===== config.mk =====
export PLATFORM = sky130hd
export DESIGN_NAME = uart_rx_flat
export DESIGN_NICKNAME = d
export VERILOG_FILES = /design/src/rtl/uart_pkg.sv /design/src/rtl/uart_rx_if.sv /design/src/rtl/uart_baud_tick.sv /design/src/rtl/uart_rx.sv /design/src/flat_wrapper.sv
export SDC_FILE = /design/constraint.sdc
export NUM_CORES = 1
export LEC_CHECK = 0
export ABC_AREA = 1
export CORE_ASPECT_RATIO = 1.4
export CORE_MARGIN = 2
export CORE_UTILIZATION = 35
export DETAILED_ROUTE_END_ITERATION = 12
export HOLD_SLACK_MARGIN = 0.1
export PLACE_DENSITY = 0.53
export SYNTH_ARGS = -nofsm -noshare
export SYNTH_HDL_FRONTEND = slang
export SYNTH_HIERARCHICAL = 1
export SYNTH_SLANG_ARGS = --single-unit

===== constraint.sdc =====
create_clock -name clk -period 2.15 [get_ports clk]
set_input_delay 0.215 -clock clk [delete_from_list [all_inputs] [get_ports clk]]
set_output_delay 0.215 -clock clk [all_outputs]
set_load 0.005 [all_outputs]

===== src/rtl/uart_pkg.sv =====
// Shared definitions for the UART receiver: FSM encoding and oversampling constants.
// ST_PARITY exists only when UART_RX_PARITY_EN is defined.
package uart_pkg;

    localparam int OVERSAMPLE       = 16;
    localparam int MID_SAMPLE       = 8;
    localparam int TICK_DIV_DEFAULT = 326;

    typedef enum logic [2:0] {
        ST_IDLE      = 3'd0,
        ST_START     = 3'd1,
        ST_DATA      = 3'd2,
        ST_STOP      = 3'd3,
        ST_WAIT_HIGH = 3'd4
`ifdef UART_RX_PARITY_EN
        , ST_PARITY  = 3'd5
`endif
    } state_t;

endpackage


===== src/rtl/uart_rx_if.sv =====
// Serial line in, received payload and status out. parity_err appears only with UART_RX_PARITY_EN.
interface uart_rx_if #(
    parameter int DATA_BITS = 8
);
    logic                 rx;
    logic [DATA_BITS-1:0] data;
    logic                 valid;
    logic                 frame_err;
    logic                 busy;
`ifdef UART_RX_PARITY_EN
    logic                 parity_err;

    modport slave  (input rx, output data, output valid, output frame_err, output busy, output parity_err);
    modport master (output rx, input data, input valid, input frame_err, input busy, input parity_err);
`else
    modport slave  (input rx, output data, output valid, output frame_err, output busy);
    modport master (output rx, input data, input valid, input frame_err, input busy);
`endif
endinterface


===== src/rtl/uart_baud_tick.sv =====
// Free-running 16x oversample tick generator; i_clr realigns the phase to a start edge.
module uart_baud_tick #(
    parameter int TICK_DIV = 326
) (
    input  logic i_clk,
    input  logic i_rst_n,
    input  logic i_clr,
    output logic o_tick
);
    localparam int CW = (TICK_DIV > 1) ? $clog2(TICK_DIV) : 1;
    localparam logic [CW-1:0] LAST = CW'(TICK_DIV - 1);

    logic [CW-1:0] r_cnt;

    always_ff @(posedge i_clk) begin
        if (!i_rst_n || i_clr) begin
            r_cnt <= '0;
        end else if (r_cnt == LAST) begin
            r_cnt <= '0;
        end else begin
            r_cnt <= r_cnt + 1'b1;
        end
    end

    assign o_tick = (r_cnt == LAST);

endmodule


===== src/rtl/uart_rx.sv =====
// 16x oversampling UART receiver, LSB first, 8N1 by default.
// Define UART_RX_PARITY_EN to add an even-parity bit and the parity_err pulse.
module uart_rx
    import uart_pkg::*;
#(
    parameter int TICK_DIV  = TICK_DIV_DEFAULT,
    parameter int DATA_BITS = 8
) (
    input  logic     clk,
    input  logic     rst_n,
    uart_rx_if.slave bus
);
    localparam int SW = $clog2(OVERSAMPLE);
    localparam int BW = (DATA_BITS > 1) ? $clog2(DATA_BITS) : 1;
    localparam logic [SW-1:0] MID_LAST  = SW'(MID_SAMPLE - 1);
    localparam logic [SW-1:0] FULL_LAST = SW'(OVERSAMPLE - 1);
    localparam logic [BW-1:0] BIT_LAST  = BW'(DATA_BITS - 1);

    state_t               r_state;
    state_t               w_next;
    logic                 r_sync1;
    logic                 r_sync2;
    logic [SW-1:0]        r_scnt;
    logic [BW-1:0]        r_bit;
    logic [DATA_BITS-1:0] r_shift;
    logic [DATA_BITS-1:0] r_data;
    logic                 r_valid;
    logic                 r_ferr;

    logic w_rx;
    logic w_tick;
    logic w_mid;
    logic w_full;
    logic w_busy;
    logic w_start_det;
    logic w_scnt_clr;
    logic w_shift_en;
    logic w_stop_ok;
    logic w_stop_bad;
    logic w_par_bad;

    assign w_rx   = r_sync2;
    assign w_mid  = w_tick && (r_scnt == MID_LAST);
    assign w_full = w_tick && (r_scnt == FULL_LAST);

    uart_baud_tick #(.TICK_DIV(TICK_DIV)) u_tick (
        .i_clk   (clk),
        .i_rst_n (rst_n),
        .i_clr   (w_start_det),
        .o_tick  (w_tick)
    );

    always_ff @(posedge clk) begin
        if (!rst_n) begin
            r_state <= ST_IDLE;
        end else begin
            r_state <= w_next;
        end
    end

    always_comb begin
        w_next = r_state;
        case (r_state)
            ST_IDLE:      if (!w_rx) w_next = ST_START;
            ST_START:     if (w_mid) w_next = w_rx ? ST_IDLE : ST_DATA;
`ifdef UART_RX_PARITY_EN
            ST_DATA:      if (w_full && r_bit == BIT_LAST) w_next = ST_PARITY;
            ST_PARITY:    if (w_full) w_next = ST_STOP;
`else
            ST_DATA:      if (w_full && r_bit == BIT_LAST) w_next = ST_STOP;
`endif
            ST_STOP:      if (w_full) w_next = w_rx ? ST_IDLE : ST_WAIT_HIGH;
            ST_WAIT_HIGH: if (w_rx) w_next = ST_IDLE;
            default:      w_next = ST_IDLE;
        endcase
    end

    always_comb begin
        w_busy      = (r_state != ST_IDLE);
        w_start_det = (r_state == ST_IDLE) && !w_rx;
        w_scnt_clr  = (r_state == ST_IDLE) || ((r_state == ST_START) && w_mid) || w_full;
        w_shift_en  = (r_state == ST_DATA) && w_full;
        w_stop_ok   = (r_state == ST_STOP) && w_full && w_rx;
        w_stop_bad  = (r_state == ST_STOP) && w_full && !w_rx;
    end

`ifdef UART_RX_PARITY_EN
    logic r_par_bad;
    logic r_perr;

    // Even parity: payload ones plus the parity bit must total an even count.
    always_ff @(posedge clk) begin
        if (!rst_n) begin
            r_par_bad <= 1'b0;
            r_perr    <= 1'b0;
        end else begin
            if ((r_state == ST_PARITY) && w_full) r_par_bad <= w_rx ^ (^r_shift);
            r_perr <= (w_stop_ok || w_stop_bad) && r_par_bad;
        end
    end

    assign w_par_bad      = r_par_bad;
    assign bus.parity_err = r_perr;
`else
    assign w_par_bad = 1'b0;
`endif

    always_ff @(posedge clk) begin
        if (!rst_n) begin
            r_sync1 <= 1'b1;
            r_sync2 <= 1'b1;
            r_scnt  <= '0;
            r_bit   <= '0;
            r_shift <= '0;
            r_data  <= '0;
            r_valid <= 1'b0;
            r_ferr  <= 1'b0;
        end else begin
            r_sync1 <= bus.rx;
            r_sync2 <= r_sync1;

            if (w_scnt_clr) r_scnt <= '0;
            else if (w_tick) r_scnt <= r_scnt + 1'b1;

            if (r_state != ST_DATA) r_bit <= '0;
            else if (w_shift_en) r_bit <= r_bit + 1'b1;

            if (w_shift_en) r_shift[r_bit] <= w_rx;

            // A bad stop bit leaves data untouched; frame_err and valid are mutually exclusive.
            r_valid <= w_stop_ok && !w_par_bad;
            r_ferr  <= w_stop_bad;
            if (w_stop_ok && !w_par_bad) r_data <= r_shift;
        end
    end

    assign bus.data      = r_data;
    assign bus.valid     = r_valid;
    assign bus.frame_err = r_ferr;
    assign bus.busy      = w_busy;

endmodule


===== src/flat_wrapper.sv =====
// flat-port wrapper written by rule: the top's interface ports become plain ports
module uart_rx_flat import uart_pkg::*;
#(
    parameter int TICK_DIV  = TICK_DIV_DEFAULT,
    parameter int DATA_BITS = 8
)
  (clk, rst_n, bus_rx, bus_data, bus_valid, bus_frame_err, bus_busy);
  uart_rx_if #(.DATA_BITS(DATA_BITS)) bus_i ();
  input  logic clk;
  input  logic rst_n;
  input wire logic [$bits(bus_i.rx)-1:0] bus_rx;
  output wire logic [$bits(bus_i.data)-1:0] bus_data;
  output wire logic [$bits(bus_i.valid)-1:0] bus_valid;
  output wire logic [$bits(bus_i.frame_err)-1:0] bus_frame_err;
  output wire logic [$bits(bus_i.busy)-1:0] bus_busy;
  assign bus_i.rx = bus_rx;
  assign bus_data = bus_i.data;
  assign bus_valid = bus_i.valid;
  assign bus_frame_err = bus_i.frame_err;
  assign bus_busy = bus_i.busy;
  uart_rx #(.TICK_DIV(TICK_DIV), .DATA_BITS(DATA_BITS)) u_core (.clk(clk), .rst_n(rst_n), .bus(bus_i));
endmodule

==> summary.json, run 1 <==
{
  "dieHeight_um": 90.44,
  "initial_utilization_pct": 36.21,
  "pwr-share-clk_pct": 42.8,
  "cp_num_buf_inv": 1,
  "drt_pre_antenna_iters": 4,
  "final.hold.worst_slack_ns": 0.4168,
  "p_per_area_nw_per_um2": 681.7,
  "min-delay-start": "u_core/r_sync1",
  "rsz0062_at_grt": "no",
  "gpl.final_weighted_congestion": 0.8289,
  "drcViolationCount": 0,
  "setup-violations-final": 0,
  "cap_violations": 0,
  "hold_end": "u_core/r_sync2",
  "synth.top_cells.by_count": "sky130_fd_sc_hd__nand2_1, sky130_fd_sc_hd__nor2_1, sky130_fd_sc_hd__dfxtp_1",
  "synth-xor-area-share_pct": 0.9377,
  "cp-start-kind": "flop",
  "period_minus_slack_ns": 1.888,
  "layout.nets": 274,
  "reg2reg_setup_slack_ns": 0.26,
  "sequential_standard_cell_area_sq_um": 780.7,
  "cts_buffer_depth": 2,
  "main_combinational_cell_family_by_area_after_synthesis": "simple AND/OR/NAND/NOR gates",
  "cts.sink_count": 39,
  "worstPathMaxFanout": 11,
  "worst_slew_pin_slew_ns": 0.4787,
  "multiplexer_area_fraction_after_synthesis_pct": 0.5358,
  "pwr-share-comb_pct": 6.5,
  "mappedNetlistNets": 260,
  "multi_input_gate_area_in_the_final_layout_sq_um": 928.4,
  "rows": 31,
  "globalRouteTotalUtil_pct": 13.57,
  "synth.yosys.seq_area_share_pct": 41.80,
  "port_buffers": 13,
  "drive_gt1_share_pct": 13.11,
  "first_global_vias": 1521,
  "synth.largest_area_cell": "sky130_fd_sc_hd__dfxtp_1",
  "power.sequential.fraction_pct": 50.7,
  "slowest_delay_ns": 0.40,
  "final_tns_setup_ns": 0,
  "final_hold_viol_count": 0,
  "outcome": "complete, no violations",
  "yosys.area_share.simple_pct": 33.76,
  "critical_path.top_delay_family": "simple AND/OR/NAND/NOR gates",
  "synthAdderAreaFrac_pct": 3.349,
  "num_antenna_cells": 0,
  "filler_cell_count": 554,
  "cts_tree": "yes",
  "maxSlewViolCount": 0,
  "worst_path_most_repeated_cell": "sky130_fd_sc_hd__nand2_1",
  "grt_pass1_wl_um": 6430,
  "grt_antenna_before_repair": 0,
  "synth.top_cells.by_area": "sky130_fd_sc_hd__dfxtp_1, sky130_fd_sc_hd__nand2_1, sky130_fd_sc_hd__nor2_1, sky130_fd_sc_hd__inv_1, sky130_fd_sc_hd__a21oi_1",
  "hold_buffers": 0,
  "synth-async-reset-ratio_pct": 0,
  "peakVddDrop_uv": 327.9,
  "fin_cells": 333,
  "areaGrowthSynthToFinish_pct": 16.28,
  "yosysWarnings": 6,
  "pre_cts_slack_ns": 0.2152,
  "setup.worst_path.start": "u_core/u_tick/r_cnt[0]",
  "synthesis.area_sq_um": 1868,
  "synth-main-ff-cell": "sky130_fd_sc_hd__dfxtp_1",
  "synth_area_per_cell_sq_um": 7.413,
  "clk_pin_slew_worst_paths_ns": 0.08,
  "crit_required_ns": 2.31,
  "design.die.area_sq_um": 5946,
  "post-synth-top-count-cell": "sky130_fd_sc_hd__nand2_1",
  "routedWlPerCell_um": 10.73,
  "clock_latency_ns": 0.29,
  "power.internal_w": 0.001149,
  "arrival_ns": 2.05,
  "cts_buffers": 5,
  "fin_worst_skew_ns": 0.001358,
  "critical_path.cell_chain": "ha_1 > nand2_1 > nor2_1 > nand2_1 > inv_1 > nand2_2 > nor3_4 > nand2_4 > o21ai_0 > a21oi_1",
  "grt_overflow": 0,
  "vias_per_cell": 4.766,
  "timing.setup.critical_path_class": "reg -> reg",
  "achievable-frequency_mhz": 529.6,
  "worstRegToRegCells": 10,
  "cts.root.buffer_cell": "sky130_fd_sc_hd__clkbuf_8",
  "drt_iter0_drc": 47,
  "detailed_place_hpwl_um": 2683,
  "place.detailed.instances": 325,
  "synth-seq-cells": 39,
  "detail_route.wirelength_um": 3574,
  "post_synth_num_cell_types": 30,
  "dieWidth_um": 65.75,
  "worstReg2RegEnd": "u_core/r_shift[0]",
  "hp-class": "reg -> reg",
  "io_pins": 14,
  "holdPathStages": 1,
  "top_cell_type_s_share_of_synthesized_area_pct": 41.80,
  "slew_headroom_pct": 68.05,
  "p_sw_w": 0.0003318,
  "core-area_sq_um": 5159,
  "dr_total_vias": 1587,
  "min_period_over_period_pct": 87.83,
  "edff_count_synth": 0,
  "grt_max_degree": 15,
  "synth_cells": 252,
  "synth_compound_gate_area_share_pct": 10.85,
  "leakage_nw": 0.8746,
  "rr_startpoint": "u_core/u_tick/r_cnt[0]",
  "crit_path_end_kind": "flop",
  "max_stage_delay_cell_worst_path": "sky130_fd_sc_hd__dfxtp_1",
  "final_worst_slack_ns": 0.2617,
  "cts_max_level": 2,
  "netSwitchingFraction_pct": 22.41,
  "antenna_left": 0
}
## layout by cell type, fill, tap and decap left out, types with 2 or more instances in the layout
| master | synthesis | final |
|---|---|---|
| sky130_fd_sc_hd__nand2_2 | 6 | 5 |
| sky130_fd_sc_hd__nand4_1 | 10 | 10 |
| sky130_fd_sc_hd__inv_2 | 4 | 4 |
| sky130_fd_sc_hd__dfxtp_1 | 39 | 39 |
| sky130_fd_sc_hd__o21ai_1 | 6 | 6 |
| sky130_fd_sc_hd__nor2_1 | 40 | 40 |
| sky130_fd_sc_hd__o21ai_2 | 2 | 2 |
| sky130_fd_sc_hd__nand2_4 | 1 | 2 |
| sky130_fd_sc_hd__nand3_1 | 12 | 12 |
| sky130_fd_sc_hd__nand2_1 | 47 | 47 |
| sky130_fd_sc_hd__clkbuf_8 | 0 | 6 |
| sky130_fd_sc_hd__or2_2 | 2 | 2 |
| sky130_fd_sc_hd__a211oi_2 | 2 | 2 |
| sky130_fd_sc_hd__nor2_2 | 2 | 2 |
| sky130_fd_sc_hd__nor2_4 | 3 | 3 |
| sky130_fd_sc_hd__inv_1 | 26 | 26 |
| sky130_fd_sc_hd__a21oi_1 | 17 | 17 |
| sky130_fd_sc_hd__clkdlybuf4s50_1 | 0 | 13 |
| sky130_fd_sc_hd__o21ai_0 | 9 | 9 |
| sky130_fd_sc_hd__nor3_1 | 4 | 4 |
| sky130_fd_sc_hd__ha_1 | 5 | 5 |
## area by class of cell
| cell class | instances | share of cell area, % |
|---|---|---|
| multi-input cells | 174 | 42.74 |
| flip-flops and latches | 39 | 35.94 |
| repair buffers | 14 | 6.336 |
| inverters | 32 | 5.760 |
| clock buffers | 6 | 3.802 |
| well taps | 66 | 3.802 |
| clock inverters | 2 | 1.613 |
## how the worst max path moves through the flow
stage / to / cells past startpoint
3_5_place_dp: u_core/r_shift[0] / 10
3_3_place_gp: u_core/r_shift[0] / 10
5_1_grt: u_core/bus.data[5] / 10
6_report: u_core/r_shift[0] / 10
2_1_floorplan: u_core/r_shift[2] / 11
4_1_cts: u_core/r_shift[0] / 10
## registers in the layout, summed over array words and instances, names as in the netlist
signal,count
u_core/r_bit,3
u_core/r_scnt,4
u_core/bus.frame_err,1
u_core/bus.valid,1
u_core/r_shift,8
u_core/r_sync2,1
u_core/bus.data,8
u_core/u_tick/r_cnt,9
u_core/r_sync1,1
u_core/r_state,3
## worst reg2reg max path, delay by kind of cell (launching register included)
kind / cells / cell delay [ns]
fa+ha+maj: 1 / 0.17
buf+inv: 1 / 0.16
simple gates: 6 / 0.76
compound gates: 2 / 0.28
flops: 1 / 0.40
## repair_timing
item / CTS / global route
buffers inserted: 0 / 0
gates resized for setup: 0 / 1
setup endpoints to repair: 0 / 2
## routing by layer
layer	global-route usage, %	share of wire, %
met1	15.06	44
met2	23.91	50
met3	3.117	3.1
met4	5.903	2.3
met5	0	0
## kinds of logic (layout without fill, tap and decap cells)
family,Yosys count,count (layout)
buffers and inverters,39,54
muxes,1,1
and+or+nand+nor,130,130
adders and majority gates,5,5
AOI/OAI and AO/OA,36,36
xor gates and xnor gates,2,2
DFF,39,39
## stage by stage
step                      util [%]  power (W)  instance area, sq um
after global routing         42.11   0.001552                  2172
final                        42.11   0.001481                  2172
after global placement       39.73  0.0008645                  2049
after detailed placement     39.73  0.0008650                  2049
after floorplan                  -  0.0008344                  1868
after CTS                    42.01   0.001506                  2167
## power by group through the flow
| stage | registers (W) | clock network (W) | logic [W] |
|---|---|---|---|
| finish | 0.000751 | 0.000633 | 0.0000966 |
| global route | 0.000753 | 0.000686 | 0.000112 |
| CTS | 0.000751 | 0.000658 | 0.0000972 |
| detailed placement | 0.000768 | 0 | 0.0000970 |
| global placement | 0.000768 | 0 | 0.0000968 |
| floorplan | 0.000762 | 0 | 0.0000720 |
No activity file was read; power rests on OpenSTA's default activity.
==> run 2, diff against run 1 <==
- PLACE_DENSITY: 0.53 -> 0.63
==> run 2 against run 1 <==
  * Register-to-register slack is essentially flat
  * Sequential share of layout area down 0.16 points
  * Critical path depth unchanged
  * Highest routed layer unchanged
==> summary.json, run 2 (synthesis gave the netlist of run 1 again) <==
{
  "areaGrowthSynthToFinish_pct": 16.81,
  "largest_reg_flops": 9,
  "hold_buffers": 0,
  "clk_pin_slew_worst_paths_ns": 0.07,
  "slowest_delay_ns": 0.40,
  "sequential_standard_cell_area_sq_um": 780.7,
  "hp-class": "reg -> reg",
  "worst_path_most_repeated_cell": "sky130_fd_sc_hd__nand2_1",
  "period_minus_slack_ns": 1.885,
  "dieHeight_um": 90.44,
  "grt_overflow": 0,
  "leakage_nw": 0.8813,
  "grt_max_degree": 15,
  "layout.nets": 276,
  "rsz0062_at_grt": "no",
  "drt_pre_antenna_iters": 4,
  "drcViolationCount": 0,
  "cts.sink_count": 39,
  "worstPathMaxFanout": 11,
  "setup-violations-final": 0,
  "globalRouteTotalUtil_pct": 13.44,
  "dr_total_vias": 1562,
  "vias_per_cell": 4.663,
  "cp_num_buf_inv": 1,
  "detail_route.wirelength_um": 3363,
  "arrival_ns": 2.04,
  "dieWidth_um": 65.75,
  "detailed_place_hpwl_um": 2638,
  "initial_utilization_pct": 36.21,
  "p_per_area_nw_per_um2": 664.6,
  "slew_headroom_pct": 73.02,
  "fin_worst_skew_ns": 0.009653,
  "drt_iter0_drc": 28,
  "most_frequent_standard_cell_in_the_layout_excluding_fill_and_tap_cells": "sky130_fd_sc_hd__nand2_1",
  "multi_input_gate_area_in_the_final_layout_sq_um": 928.4,
  "crit_required_ns": 2.31,
  "grt_pass1_wl_um": 6368,
  "filler_cell_count": 553,
  "largest_register": "u_core/u_tick/r_cnt",
  "max_stage_delay_cell_worst_path": "sky130_fd_sc_hd__dfxtp_1",
  "design.die.area_sq_um": 5946,
  "grt_antenna_before_repair": 0,
  "peakVddDrop_uv": 540.9,
  "reg2reg_setup_slack_ns": 0.27,
  "timing.setup.critical_path_class": "reg -> reg",
  "cap_violations": 0,
  "cts_max_level": 2,
  "first_global_vias": 1575,
  "core-area_sq_um": 5159,
  "maxSlewViolCount": 0,
  "critical_path.cell_chain": "ha_1 > nand2_1 > nor2_1 > nand2_1 > inv_1 > nand2_2 > nor3_4 > nand2_4 > o21ai_0 > a21oi_1",
  "num_antenna_cells": 0,
  "drive_gt1_share_pct": 13.75,
  "min_period_over_period_pct": 87.65,
  "most-common-layout-cells": "sky130_fd_sc_hd__nand2_1, sky130_fd_sc_hd__nor2_1, sky130_fd_sc_hd__dfxtp_1",
  "crit_path_end_kind": "flop",
  "clock_latency_ns": 0.29,
  "port_buffers": 13,
  "cts_buffer_depth": 2,
  "cts_tree": "yes",
  "routedWlPerCell_um": 10.04,
  "final_core_util_pct": 42.30,
  "critical_path.top_delay_family": "simple AND/OR/NAND/NOR gates",
  "gpl.final_weighted_congestion": 0.8154,
  "antenna_left": 0,
  "rows": 31,
  "post_cts_buffers": 0,
  "final_hold_viol_count": 0,
  "outcome": "complete, no violations",
  "achievable-frequency_mhz": 530.6,
  "worst_slew_pin_slew_ns": 0.4043,
  "cts.root.buffer_cell": "sky130_fd_sc_hd__clkbuf_8",
  "cp-start-kind": "flop",
  "io_pins": 14,
  "cts_buffers": 5,
  "final_tns_setup_ns": 0
}
run 2: timing repair:
item / CTS / global route
hold endpoints to repair: 0 / 0
endpoints found under the setup margin: 0 / 1
gates resized for setup: 0 / 1
run 2: final timing paths:
kind	start	to	depth (start not counted)
setup / recovery	u_core/u_tick/r_cnt[0]	u_core/r_shift[0]	10
hold reg to reg	u_core/r_sync1	u_core/r_sync2	1
setup reg to reg	u_core/u_tick/r_cnt[0]	u_core/r_shift[0]	10
hold / removal	u_core/r_sync1	u_core/r_sync2	1
run 2: power by group:
group	internal (W)	total [W]	leakage (nW)	switching, W
Clock	0.000345	0.000603	0.0581	0.000258
Sequential	0.000733	0.000751	0.315	0.0000174
Combinational	0.0000410	0.0000965	0.508	0.0000555
Total	0.00112	0.00145	0.881	0.000330
run 2: worst register-to-register path: cells and delay by family, from the launching register on:
kind | cells | cell delay, ns
simple gates | 6 | 0.79
flops | 1 | 0.40
compound gates | 2 | 0.26
fa+ha+maj | 1 | 0.17
buf+inv | 1 | 0.15
run 2: routing by layer:
metal | global-route usage, % | wire length (um) | vias to the layer above
li1 | - | - | 837
met1 | 13.34 | 1349 | 698
met2 | 25.67 | 1865 | 25
met3 | 2.244 | 114 | 2
met4 | 6.424 | 34 | 0
met5 | 0 | 0 | -
run 2: cell type report:
| cell class | instances | share of cell area, % |
|---|---|---|
| Multi-Input combinational cell | 174 | 42.55 |
| Clock inverter | 3 | 2.007 |
| Sequential cell | 39 | 35.78 |
| Tap cell | 66 | 3.784 |
| Clock buffer | 5 | 3.154 |
| Timing Repair Buffer | 16 | 6.995 |
| Inverter | 32 | 5.734 |
run 2: through the flow:
step | power [W] | hold WS, ns | cell area, sq um | setup WS [ns] | std cells
2_1_floorplan | 0.0008344 | 0.3216 | 1868 | 0.4555 | 252
3_3_place_gp | 0.0008652 | 0.3950 | 2064 | 0.2959 | 327
3_5_place_dp | 0.0008668 | 0.4006 | 2064 | 0.2109 | 327
4_1_cts | 0.001475 | 0.4196 | 2177 | 0.1925 | 335
5_1_grt | 0.001518 | 0.4374 | 2182 | 0.02273 | 335
6_report | 0.001450 | 0.4155 | 2182 | 0.2655 | 335
==> run 3, diff against run 2 <==
- SKIP_LAST_GASP: unset -> 1
==> results of run 3 <==
Same layout as run 2: the final DEF is identical, and so are final timing and power.
